[src/rtl/multicycle_sequencer.sv]
// -----------------------------------------------------------------------------
// multicycle_sequencer
//
// Multi-cycle control sequencer for the TiniSOC core. It steps the datapath
// through FETCH / DECODE / EXECUTE / MEMACCESS / WRITEBACK / PCUPDATE. Phases
// that an instruction class does not need are skipped. The sequencer waits on
// the instruction- and data-memory ready handshakes. If a memory request waits
// too long, it traps.
//
// Ports
//   clock            in   rising-edge clock
//   reset            in   asynchronous, active-high reset
//   run              in   permission to start / continue fetching
//   instruction      in   instruction-memory read data (INSTR_W)
//   imem_ready       in   instruction data valid this cycle (sampled in FETCH)
//   dmem_ready       in   data access complete this cycle (sampled in MEM)
//   imem_req         out  instruction fetch request (FETCH)
//   dmem_req         out  data access request (MEM)
//   dmem_we          out  data access is a store (qualified by dmem_req)
//   enable_decode    out  decode phase enable
//   enable_execute   out  execute phase enable
//   enable_writeback out  writeback phase enable
//   enable_pc        out  PC update phase enable
//   instr_q          out  latched current instruction (INSTR_W)
//   state            out  encoded current state (IDLE=0 .. TRAP=7)
//   instr_count      out  retired-instruction counter (CNT_W, wraps)
//   bus_error        out  sticky memory-timeout trap flag
// -----------------------------------------------------------------------------
module multicycle_sequencer #(
    parameter int               INSTR_W    = 32,
    parameter int               OPC_LSB    = 25,
    parameter int               OPC_W      = 6,
    parameter logic [OPC_W-1:0] OP_BASE    = 6'b100000,
    parameter logic [OPC_W-1:0] OP_ADDI    = 6'b101000,
    parameter logic [OPC_W-1:0] OP_ORI     = 6'b101100,
    parameter logic [OPC_W-1:0] OP_XORI    = 6'b101011,
    parameter logic [OPC_W-1:0] OP_MOVI    = 6'b100010,
    parameter logic [OPC_W-1:0] OP_LWI     = 6'b000010,
    parameter logic [OPC_W-1:0] OP_SWI     = 6'b001010,
    parameter logic [OPC_W-1:0] OP_LS      = 6'b011100,
    parameter logic [OPC_W-1:0] OP_B       = 6'b100110,
    parameter logic [OPC_W-1:0] OP_JJ      = 6'b100100,
    parameter int               WAIT_LIMIT = 16,
    parameter int               WAIT_W     = 5,
    parameter int               CNT_W      = 16
) (
    input  logic               clock,
    input  logic               reset,
    input  logic               run,
    input  logic [INSTR_W-1:0] instruction,
    input  logic               imem_ready,
    input  logic               dmem_ready,
    output logic               imem_req,
    output logic               dmem_req,
    output logic               dmem_we,
    output logic               enable_decode,
    output logic               enable_execute,
    output logic               enable_writeback,
    output logic               enable_pc,
    output logic [INSTR_W-1:0] instr_q,
    output logic [2:0]         state,
    output logic [CNT_W-1:0]   instr_count,
    output logic               bus_error
);

    localparam logic [7:0] SUB_LW = 8'h02;
    localparam logic [7:0] SUB_SW = 8'h0A;
    localparam logic [WAIT_W-1:0] WAIT_LIMIT_C = WAIT_W'(WAIT_LIMIT);

    typedef enum logic [2:0] {
        S_IDLE   = 3'd0,
        S_FETCH  = 3'd1,
        S_DECODE = 3'd2,
        S_EXEC   = 3'd3,
        S_MEM    = 3'd4,
        S_WB     = 3'd5,
        S_PCUP   = 3'd6,
        S_TRAP   = 3'd7
    } state_t;

    typedef enum logic [2:0] {
        C_OTHER = 3'd0,
        C_ALU   = 3'd1,
        C_LOAD  = 3'd2,
        C_STORE = 3'd3,
        C_CTRL  = 3'd4
    } class_t;

    state_t             state_q, state_d;
    class_t             class_q, class_d;
    logic [INSTR_W-1:0] instr_d;
    logic [WAIT_W-1:0]  wait_q, wait_d;
    logic [CNT_W-1:0]   count_q, count_d;
    logic               bus_error_q, bus_error_d;

    logic [OPC_W-1:0]   opcode;
    logic [7:0]         subop;
    logic [WAIT_W-1:0]  wait_inc;
    logic               wait_expired;

    assign opcode       = instr_q[OPC_LSB +: OPC_W];
    assign subop        = instr_q[7:0];
    assign wait_inc     = wait_q + 1'b1;
    // True on the WAIT_LIMIT-th consecutive cycle without ready.
    assign wait_expired = (wait_inc == WAIT_LIMIT_C);

    function automatic class_t classify(input logic [OPC_W-1:0] opc,
                                        input logic [7:0]       sub);
        class_t c;
        c = C_OTHER;
        if (opc == OP_BASE || opc == OP_ADDI || opc == OP_ORI ||
            opc == OP_XORI || opc == OP_MOVI) begin
            c = C_ALU;
        end else if (opc == OP_LWI || (opc == OP_LS && sub == SUB_LW)) begin
            c = C_LOAD;
        end else if (opc == OP_SWI || (opc == OP_LS && sub == SUB_SW)) begin
            c = C_STORE;
        end else if (opc == OP_B || opc == OP_JJ) begin
            c = C_CTRL;
        end
        return c;
    endfunction

    always_ff @(posedge clock or posedge reset) begin
        if (reset) begin
            state_q     <= S_IDLE;
            class_q     <= C_OTHER;
            instr_q     <= '0;
            wait_q      <= '0;
            count_q     <= '0;
            bus_error_q <= 1'b0;
        end else begin
            state_q     <= state_d;
            class_q     <= class_d;
            instr_q     <= instr_d;
            wait_q      <= wait_d;
            count_q     <= count_d;
            bus_error_q <= bus_error_d;
        end
    end

    always_comb begin
        state_d     = state_q;
        class_d     = class_q;
        instr_d     = instr_q;
        wait_d      = wait_q;
        count_d     = count_q;
        bus_error_d = bus_error_q;

        case (state_q)
            S_IDLE: begin
                if (run) begin
                    state_d = S_FETCH;
                    wait_d  = '0;
                end
            end
            S_FETCH: begin
                // A ready in the same cycle the limit is reached still wins.
                if (imem_ready) begin
                    instr_d = instruction;
                    state_d = S_DECODE;
                end else begin
                    wait_d = wait_inc;
                    if (wait_expired) begin
                        state_d     = S_TRAP;
                        bus_error_d = 1'b1;
                    end
                end
            end
            S_DECODE: begin
                class_d = classify(opcode, subop);
                state_d = S_EXEC;
            end
            S_EXEC: begin
                case (class_q)
                    C_LOAD, C_STORE: begin
                        state_d = S_MEM;
                        wait_d  = '0;
                    end
                    C_ALU:   state_d = S_WB;
                    default: state_d = S_PCUP;
                endcase
            end
            S_MEM: begin
                if (dmem_ready) begin
                    state_d = (class_q == C_LOAD) ? S_WB : S_PCUP;
                end else begin
                    wait_d = wait_inc;
                    if (wait_expired) begin
                        state_d     = S_TRAP;
                        bus_error_d = 1'b1;
                    end
                end
            end
            S_WB: begin
                state_d = S_PCUP;
            end
            S_PCUP: begin
                count_d = count_q + 1'b1;
                if (run) begin
                    state_d = S_FETCH;
                    wait_d  = '0;
                end else begin
                    state_d = S_IDLE;
                end
            end
            S_TRAP: begin
                state_d = S_TRAP;
            end
            default: begin
                state_d = S_IDLE;
            end
        endcase
    end

    // Moore output decode: every enable/request depends only on registered state.
    always_comb begin
        imem_req         = 1'b0;
        dmem_req         = 1'b0;
        dmem_we          = 1'b0;
        enable_decode    = 1'b0;
        enable_execute   = 1'b0;
        enable_writeback = 1'b0;
        enable_pc        = 1'b0;
        case (state_q)
            S_FETCH:  imem_req = 1'b1;
            S_DECODE: enable_decode = 1'b1;
            S_EXEC:   enable_execute = 1'b1;
            S_MEM: begin
                dmem_req = 1'b1;
                dmem_we  = (class_q == C_STORE);
            end
            S_WB:     enable_writeback = 1'b1;
            S_PCUP:   enable_pc = 1'b1;
            default: ;
        endcase
    end

    assign state       = state_q;
    assign instr_count = count_q;
    assign bus_error   = bus_error_q;

endmodule

[config.mk]
export PLATFORM = sky130hd
export DESIGN_NAME = multicycle_sequencer
export DESIGN_NICKNAME = d
export VERILOG_FILES = /design/src/rtl/multicycle_sequencer.sv
export SDC_FILE = /design/constraint.sdc
export NUM_CORES = 1
export LEC_CHECK = 0
export BUFFER_PORTS_ARGS = -buffer_cell sky130_fd_sc_hd__buf_2
export CELL_PAD_IN_SITES_DETAIL_PLACEMENT = 1
export CELL_PAD_IN_SITES_GLOBAL_PLACEMENT = 1
export CORE_UTILIZATION = 25
export CTS_CLUSTER_SIZE = 12
export DETAILED_ROUTE_END_ITERATION = 8
export GPL_TIMING_DRIVEN = 0
export MAX_ROUTING_LAYER = met4
export PLACE_DENSITY_LB_ADDON = 0.1
export SYNTH_ARGS = -nofsm -noshare
export SYNTH_HDL_FRONTEND = slang
export SYNTH_SLANG_ARGS = --single-unit
[constraint.sdc]
create_clock -name clock -period 1.6 [get_ports clock]
set_clock_uncertainty 0.15 [all_clocks]
set_input_delay 0.16 -clock clock [delete_from_list [all_inputs] [get_ports clock]]
set_output_delay 0.16 -clock clock [all_outputs]
set_load 0.02 [all_outputs]
Word-level counts from Yosys, hierarchy flattened
Index checks and enable logic that the tools add are counted.

storage, ports and cells
  output and inout port bits = 59
  flip-flop bits (word level) = 60

cells by class
  eq/ne operators = 28
  multiplexer cells = 28
  reductions and logical operators = 17
  add/sub/neg operators = 2

operators by type and width
  operator                                        count
  == test 6 bit (second input constant)           7
  2-to-1 mux 3 bit                                8
  case mux 3 bit (8 select lines)                 1
  2-to-1 mux 5 bit                                4
  case mux 5 bit (4 select lines)                 1
  adder 16 x 1 -> 16 bit (second input constant)  1
  == test 3 x 2 -> 1 bit (second input constant)  4
  == test 3 bit (second input constant)           4
  2-to-1 mux 1 bit                                11
  == test 8 x 2 -> 1 bit (second input constant)  1
  == test 8 x 4 -> 1 bit (second input constant)  1
  != test 2 bit (second input constant)           4
  logical OR 1 bit                                7
  == test 3 x 1 -> 1 bit (second input constant)  2
  == test 6 x 2 -> 1 bit (second input constant)  1
  == test 6 x 4 -> 1 bit (second input constant)  1
  == test 6 x 5 -> 1 bit (second input constant)  1
  adder 5 x 1 -> 5 bit (second input constant)    1
  == test 5 bit (second input constant)           1
  AND reduction 5 bit                             1
  case mux 2 bit (2 select lines)                 1
  nonzero test 4 bit                              1
  OR reduction 2 bit                              2
  logical NOT 3 bit                               1
  7 further kinds                                 8

Depth between registers and ports, before layout
Gate-level depths: netlist of run 1.

  depth after elaboration = 6
  depth in mapped cells = 6
  depth with buffers taken out = 5

Least setup slack after synthesis of run 1
No wires, ideal clock.

  path type = reg2reg
  from = reg state_q[1] (netlist: state[1])
  to = reg class_q[1]
  arrival = 1.542 ns
  path slack = -0.213 ns
  clock period less this slack = 1.813 ns
  path buffers = 2
  stages on the path, launching flop included = 7
  data required time = 1.329 ns
  path through = dfrtp_1 -> buf_4 -> buf_2 -> inv_2 -> nor3_4 -> o41ai_1 -> o22a_1

between the ends
  word-level cells in the longest chain between the ends = 1

RTL lines
  element                 line  text
  from (decl)             89    state_t state_q, state_d;
  from (signal assigned)  133   state_q <= state_d;
  == test 3 x 2 -> 1 bit  150   case (state_q)
  to (signal assigned)    134   class_q <= class_d;
  to (decl)               90    class_t class_q, class_d;

Every way passes these cells.
A chain may end at the register's enable or synchronous reset.

Final worst setup path of run 1
  from = reg state_q[1] (netlist: state[1])
  to = out enable_decode

between the ends
  word-level cells in the longest chain between the ends = 2

RTL lines
  element                 line  text
  == test 3 x 2 -> 1 bit  225   case (state_q)
  2-to-1 mux 1 bit        225
  to (decl)               56    output logic enable_decode,

Every way passes these cells.

==> metrics, run 1 <==
Area Overhead vs Synth 69.57%; max cap viols 0; Net Sw Frac 0.3799; TritonCTS clock tree done; Detailed Route Iter0 Violations 56; P_leak 2.304 nW; drt drc 0; Max VDD drop between 0.0008 and 0.0009 V; FF-to-FF setup slack -0.14 ns; Syn Std Cell Area 0.002854 mm2; Register Area about 0.0015 mm2; Seq pwr share 0.293; syn nets 275; number of antenna repair diodes 0; critical path arrival 1.43 ns; # nets final 447; Die Span X 108.8 um; syn avg cell area 12.09 um2; internal power a little under 6 mW; CTS root buf clkbuf_16; Num Clock Sinks 60; Reg clk slew, reported paths 0.06 ns; number of port buffers 95; GRT Overall Usage 0.1587; Clock Latency Late Sink 0.32 ns; Max Freq 573.6 MHz; Final Non-Filler Cells between 500 and 600; Worst Hold Class in -> reg; DIE AREA 0.01185 mm2; combinational power share 0.503; number of synthesized register bits 60; Num CTS Buffers 9; CTS Buffer Depth 2; most frequent cells in the layout buf_2, dfrtp_1, dlygate4sd3_1; layout cells sized above 1 0.5254; via density per instance 4.582; Worst-Margin Slew roughly 0.75 ns; largest net degree at the start of global routing 33; crit path kind reg -> out; max-slew violations 0; final WL 8636 um; final hold violations 0; distinct cell type count after synthesis 54; number of global-route vias before repair 2,745; clock group share of total power 0.205; Critical Path Fanout Max 10; Post-DRT Antenna Nets 0; setup ws final -0.1434 ns; H-tree depth 3; share of the yosys chip area belonging to registers 0.5261; # IOs 96; starting density of the core 0.2599; # setup viols final between 50 and 60; Syn. warnings 0; TritonRoute pass-1 iters 4; final period utilization 1.090; outcome complete, but fails checks; relative slew slack 0.4977; area of the multi-input gates 0.001475 mm2; wire length per cell 15.62 um; Syn Inst Count 236; grt ovf 0; Period minus WS final 1.743 ns; placed insts 472; DR vias 2,534; pwr dens 1920 mW/mm2; P_sw 3.529 mW; Final HPWL DP 5424 um; Setup crit start kind flip-flop; initial antenna violation count 0; failing checks setup timing; RSZ-0062 raised after global routing yes; fillcell total 1,203; Worst EP required 1.29 ns; CP endpoint kind output pin; num rows 38; first-pass GRT wire length 14,100 um; most common cell after layout, fill and taps aside buf_2; Routability Congestion 0.7856; total core area 0.01098 mm2; Die Span Y 108.8 um; Setup TNS -5.031 ns
-- metrics by stage --
| step | utilization | hold slack (ns) | area [um2] | power, mW | setup slack [ns] |
|---|---|---|---|---|---|
| finish | 0.4406 | 0.1165 | 4840 | 9.290 | -0.1434 |
| global route | 0.4406 | 0.1344 | 4840 | 9.854 | -0.2032 |
| CTS | 0.4252 | 0.1051 | 4669 | 9.099 | -0.1675 |
| detailed placement | 0.3260 | 0.1913 | 3581 | 5.994 | -0.4001 |
| global placement | 0.3242 | 0.2251 | 3561 | 5.982 | -0.3932 |
| floorplan | - | 0.1158 | 2910 | 4.888 | -0.2006 |
-- cells in the mapped netlist (all sizes together) --
cell	count	area share
a211oi	2	0.0053
a21oi	4	0.0096
a221oi	1	0.0031
a22o	1	0.0031
a2bb2oi	1	0.0031
a311o	1	0.0035
a41o	1	0.0035
a41oi	1	0.0031
and2	3	0.0066
and3	2	0.0044
and4	2	0.0061
and4b	1	0.0035
buf	7	0.018
clkinv	1	0.0018
dfrtp	60	0.53
ha	2	0.0088
inv	12	0.016
mux2	33	0.13
mux2i	1	0.0035
nand2	15	0.020
nand2b	5	0.014
nand3	6	0.011
nand3b	1	0.0070
nand4	5	0.011
nand4b	3	0.011
nor2	11	0.014
nor2b	3	0.0066
nor3	6	0.020
nor3b	1	0.0044
nor4	2	0.0096
nor4b	1	0.0031
nor4bb	1	0.0035
o211ai	2	0.0053
o21ai	9	0.016
o21bai	2	0.0053
o221ai	1	0.0031
o22a	1	0.0031
o22ai	4	0.0088
o311a	1	0.0035
o41ai	1	0.0031
or3b	2	0.0061
xnor2	14	0.043
xor2	3	0.0092
-- cell type report --
class / count / area share
well taps: 140 / 0.03619
clock buffers: 11 / 0.04809
inverters: 13 / 0.01319
plain buffers: 6 / 0.02017
repair buffers: 162 / 0.2554
multi-input cells: 156 / 0.3048
flip-flops and latches: 60 / 0.3113
clock inverters: 5 / 0.01086
-- power by group through the flow --
stage	clock (mW)	sequential, mW	combinational [mW]
floorplan	0	3.19	1.69
global placement	0	2.67	3.31
detailed placement	0	2.68	3.31
CTS	1.94	2.68	4.47
global route	2.03	2.82	5.00
finish	1.90	2.72	4.67
-- per-layer routing --
| metal | share of wire | up-vias | GRT usage |
|---|---|---|---|
| met3 | 0.044 | 8 | 0.03347 |
| li1 | - | 1196 | - |
| met4 | 0.0065 | 0 | 0.05502 |
| met2 | 0.48 | 73 | 0.2491 |
| met5 | 0 | - | - |
| met1 | 0.47 | 1257 | 0.2025 |
-- state kept, by name (all words and copies together), names as in the netlist --
register,flops
instr_q,32
instr_count,16
wait_q,5
class_q,3
state,3
bus_error,1
-- repair_timing --
action	4_1_cts	5_1_grt
hold buffers	33	0
resized for setup	73	15
buffers inserted	21	8
setup endpoints to repair	55	60
pin swaps	9	5
endpoints found under the hold margin	63	0
gates cloned	1	3
-- kinds of logic (layout without fill, tap and decap cells) --
group,Yosys count,count (layout),share of synthesized area
simple gates,70,70,0.1618
flops,60,60,0.5261
mux,34,34,0.1337
compound gates,33,33,0.08198
buf+inv,20,197,0.03551
xor+xnor,17,17,0.05217
fa+ha+maj,2,2,0.008767
-- final timing paths --
check                                 startpoint                 endpoint  cells after the start
max                         state[1]$_DFFE_PP0P_            enable_decode                      4
min                                          run     state[0]$_DFFE_PP0P_                      4
max reg2reg                 state[1]$_DFFE_PP0P_  instr_q[13]$_DFFE_PP0P_                      5
min reg2reg                bus_error$_DFFE_PP0P_    bus_error$_DFFE_PP0P_                      1
max in group asynchronous                  reset   instr_q[6]$_DFFE_PP0P_                      4
min in group asynchronous                  reset  instr_q[15]$_DFFE_PP0P_                      3
-- worst max-delay path: stages (launching register included) --
cell     delay, ns
dfrtp_2       0.46
buf_6         0.18
inv_2         0.07
nor3_4        0.25
buf_6         0.15
(Power assumes the default switching activity.)
==> run 2, diff against run 1 <==
--- a/config.mk
+++ b/config.mk
@@ -5,7 +5,7 @@
 export SDC_FILE = /design/constraint.sdc
 export NUM_CORES = 1
 export LEC_CHECK = 0
-export BUFFER_PORTS_ARGS = -buffer_cell sky130_fd_sc_hd__buf_2
+export BUFFER_PORTS_ARGS = -buffer_cell sky130_fd_sc_hd__clkbuf_2
 export CELL_PAD_IN_SITES_DETAIL_PLACEMENT = 1
 export CELL_PAD_IN_SITES_GLOBAL_PLACEMENT = 1
 export CORE_UTILIZATION = 25
==> run 2 against run 1 <==
Against the previous run: the run still ends with setup timing left; critical path depth is 2 higher; maximum frequency shrank 0.86%; first-iteration DRC count decreased by 27%; sequential cell count stayed put; non-clock buffer count rose by 4; combinational power up 4%; sequential power hardly changed; utilization up 1.1 points.
==> metrics, run 2 (synthesized netlist as in run 1, its figures left out) <==
wire length per cell 15.62 um (about the same); Worst Hold Class in -> reg; Final Util 0.4517 (+0.01105); layout cells sized above 1 0.5516 (+0.02614); max cap viols 0 (unchanged); TritonRoute pass-1 iters 4 (unchanged); largest net degree at the start of global routing 32 (-3.0%); internal power 5.934 mW (+3.0%); Worst-Margin Slew 0.7281 ns (-0.02381 ns); most frequent cells in the layout clkbuf_2, dfrtp_1, dlygate4sd3_1; Num CTS Buffers 9 (unchanged); outcome complete, but fails checks; number of antenna repair diodes 0 (unchanged); max-slew violations 0 (unchanged); final WL 8699 um (+0.73%); Critical Path Fanout Max 6 (-4); Detailed Route Iter0 Violations 41 (-27%); setup ws final -0.1585 ns (-0.01516 ns); Top reg by flops instr_q; CP endpoint kind flip-flop; initial antenna violation count 0 (unchanged); most common cell after layout, fill and taps aside clkbuf_2; critical path arrival 1.81 ns (+0.38 ns); RSZ-0062 raised after global routing yes; Net Sw Frac 0.3795 (-0.0004572); Routability Congestion 0.7659 (-2.5%); Post-DRT Antenna Nets 0 (unchanged); P_leak 2.381 nW (+3.3%); Post-DP Area 0.003581 mm2 (unchanged); Area Overhead vs Synth 73.83%; clock group share of total power 0.207 (+0.002); Max VDD drop 0.0008408 V (+3.8%); Max Freq 568.7 MHz (-0.86%); H-tree depth 3 (unchanged); Reg clk slew, reported paths 0.05 ns (about the same); drt drc 0 (unchanged); TritonCTS clock tree done; number of global-route vias before repair 2,806 (+2.2%); pwr dens 1928 mW/mm2 (+0.43%); # IOs 96 (unchanged); number of port buffers 95 (unchanged); total core area 0.01098 mm2 (unchanged); first-pass GRT wire length 14,250 um (+1.0%); CTS Buffer Depth 2 (unchanged); post-place setup slack -0.3852 ns (+0.01487 ns); Final HPWL DP 5467 um (+0.79%); P_sw 3.629 mW (+2.8%); via density per instance 4.582 (about the same); GRT Overall Usage 0.1635 (+0.004738); num rows 38 (unchanged); number of flip-flops in the largest register 32 (unchanged); combinational power share 0.506 (+0.003); starting density of the core 0.2599 (unchanged); # nets final 451 (+0.89%); Die Span Y 108.8 um (unchanged); DR vias 2,552 (+0.71%); Die Span X 108.8 um (unchanged); Seq pwr share 0.287 (-0.006); Num Clock Sinks 60 (unchanged); Min Hold Slack 0.1580 ns (+0.04150 ns); Setup crit start kind flip-flop; DIE AREA 0.01185 mm2 (unchanged); design area 0.004961 mm2 (+2.5%); Clock Latency Late Sink 0.32 ns (about the same); grt ovf 0 (unchanged); failing checks setup timing; final period utilization 1.099 (+0.009474); CTS root buf clkbuf_16; final hold violations 0 (unchanged); # setup viols final 51 (-12%); crit path kind reg -> reg; relative slew slack 0.5136 (+0.01591); Worst EP required 1.65 ns (+0.36 ns); Period minus WS final 1.759 ns (+0.01516 ns)
## run 2: worst paths after layout
check	depth (start not counted)	from	slack, ns	to
worst min-delay path	4	run	0.16	state[0]$_DFFE_PP0P_
worst max-delay path	6	state[1]$_DFFE_PP0P_	-0.16	instr_q[22]$_DFFE_PP0P_
max in group asynchronous	4	reset	0.34	state[2]$_DFFE_PP0P_
worst min register to register	1	instr_count[15]$_DFFE_PP0P_	0.32	instr_count[15]$_DFFE_PP0P_
min in group asynchronous	3	reset	0.35	instr_count[10]$_DFFE_PP0P_
worst max register to register	6	state[1]$_DFFE_PP0P_	-0.16	instr_q[22]$_DFFE_PP0P_
## run 2: routing by layer
metal,up-vias,share of wire,GRT usage
met5,-,0,-
met4,0,0.011,0.05598
met3,11,0.046,0.04124
met2,76,0.50,0.2658
met1,1258,0.44,0.1969
li1,1207,-,-
## run 2: repair_timing
action,CTS,global route
hold endpoints to repair,62,0
pin swaps,10,14
cloned,2,0
endpoints found under the setup margin,55,58
buffers inserted,26,12
resized for setup,74,36
hold buffers,33,0
## run 2: worst max-delay path, cell delays in order, from the launching register on
cell and delay [ns]:
dfrtp_2 0.47, nand2b_4 0.19, nor3_4 0.16, buf_12 0.16, buf_12 0.10, buf_12 0.11
mux2_4 0.29
## run 2: power by group through the flow
stage	registers (mW)	logic, mW	clock network (mW)
floorplan	3.19	1.69	0
global placement	2.69	3.30	0
detailed placement	2.71	3.31	0
CTS	2.73	4.66	2.03
global route	2.86	5.18	2.10
finish	2.75	4.84	1.98
## run 2: area by class of cell
class	instances	area [um2]
fillers	1172	6022
multi-input cells	156	1558
flip-flops and latches	60	1508
repair buffers	167	1261
clock buffers	12	256.5
well taps	140	175.2
plain buffers	5	86.33
inverters	13	68.82
clock inverters	4	47.55
## run 2: metrics by stage
step                      power, mW  std cells  TNS [ns]
after floorplan               4.888        236    -5.831
after global placement        5.984        471    -13.32
after detailed placement      6.017        472    -12.65
after CTS                     9.417        548    -5.151
after global routing          10.14        557    -7.602
final                         9.564        557    -4.300
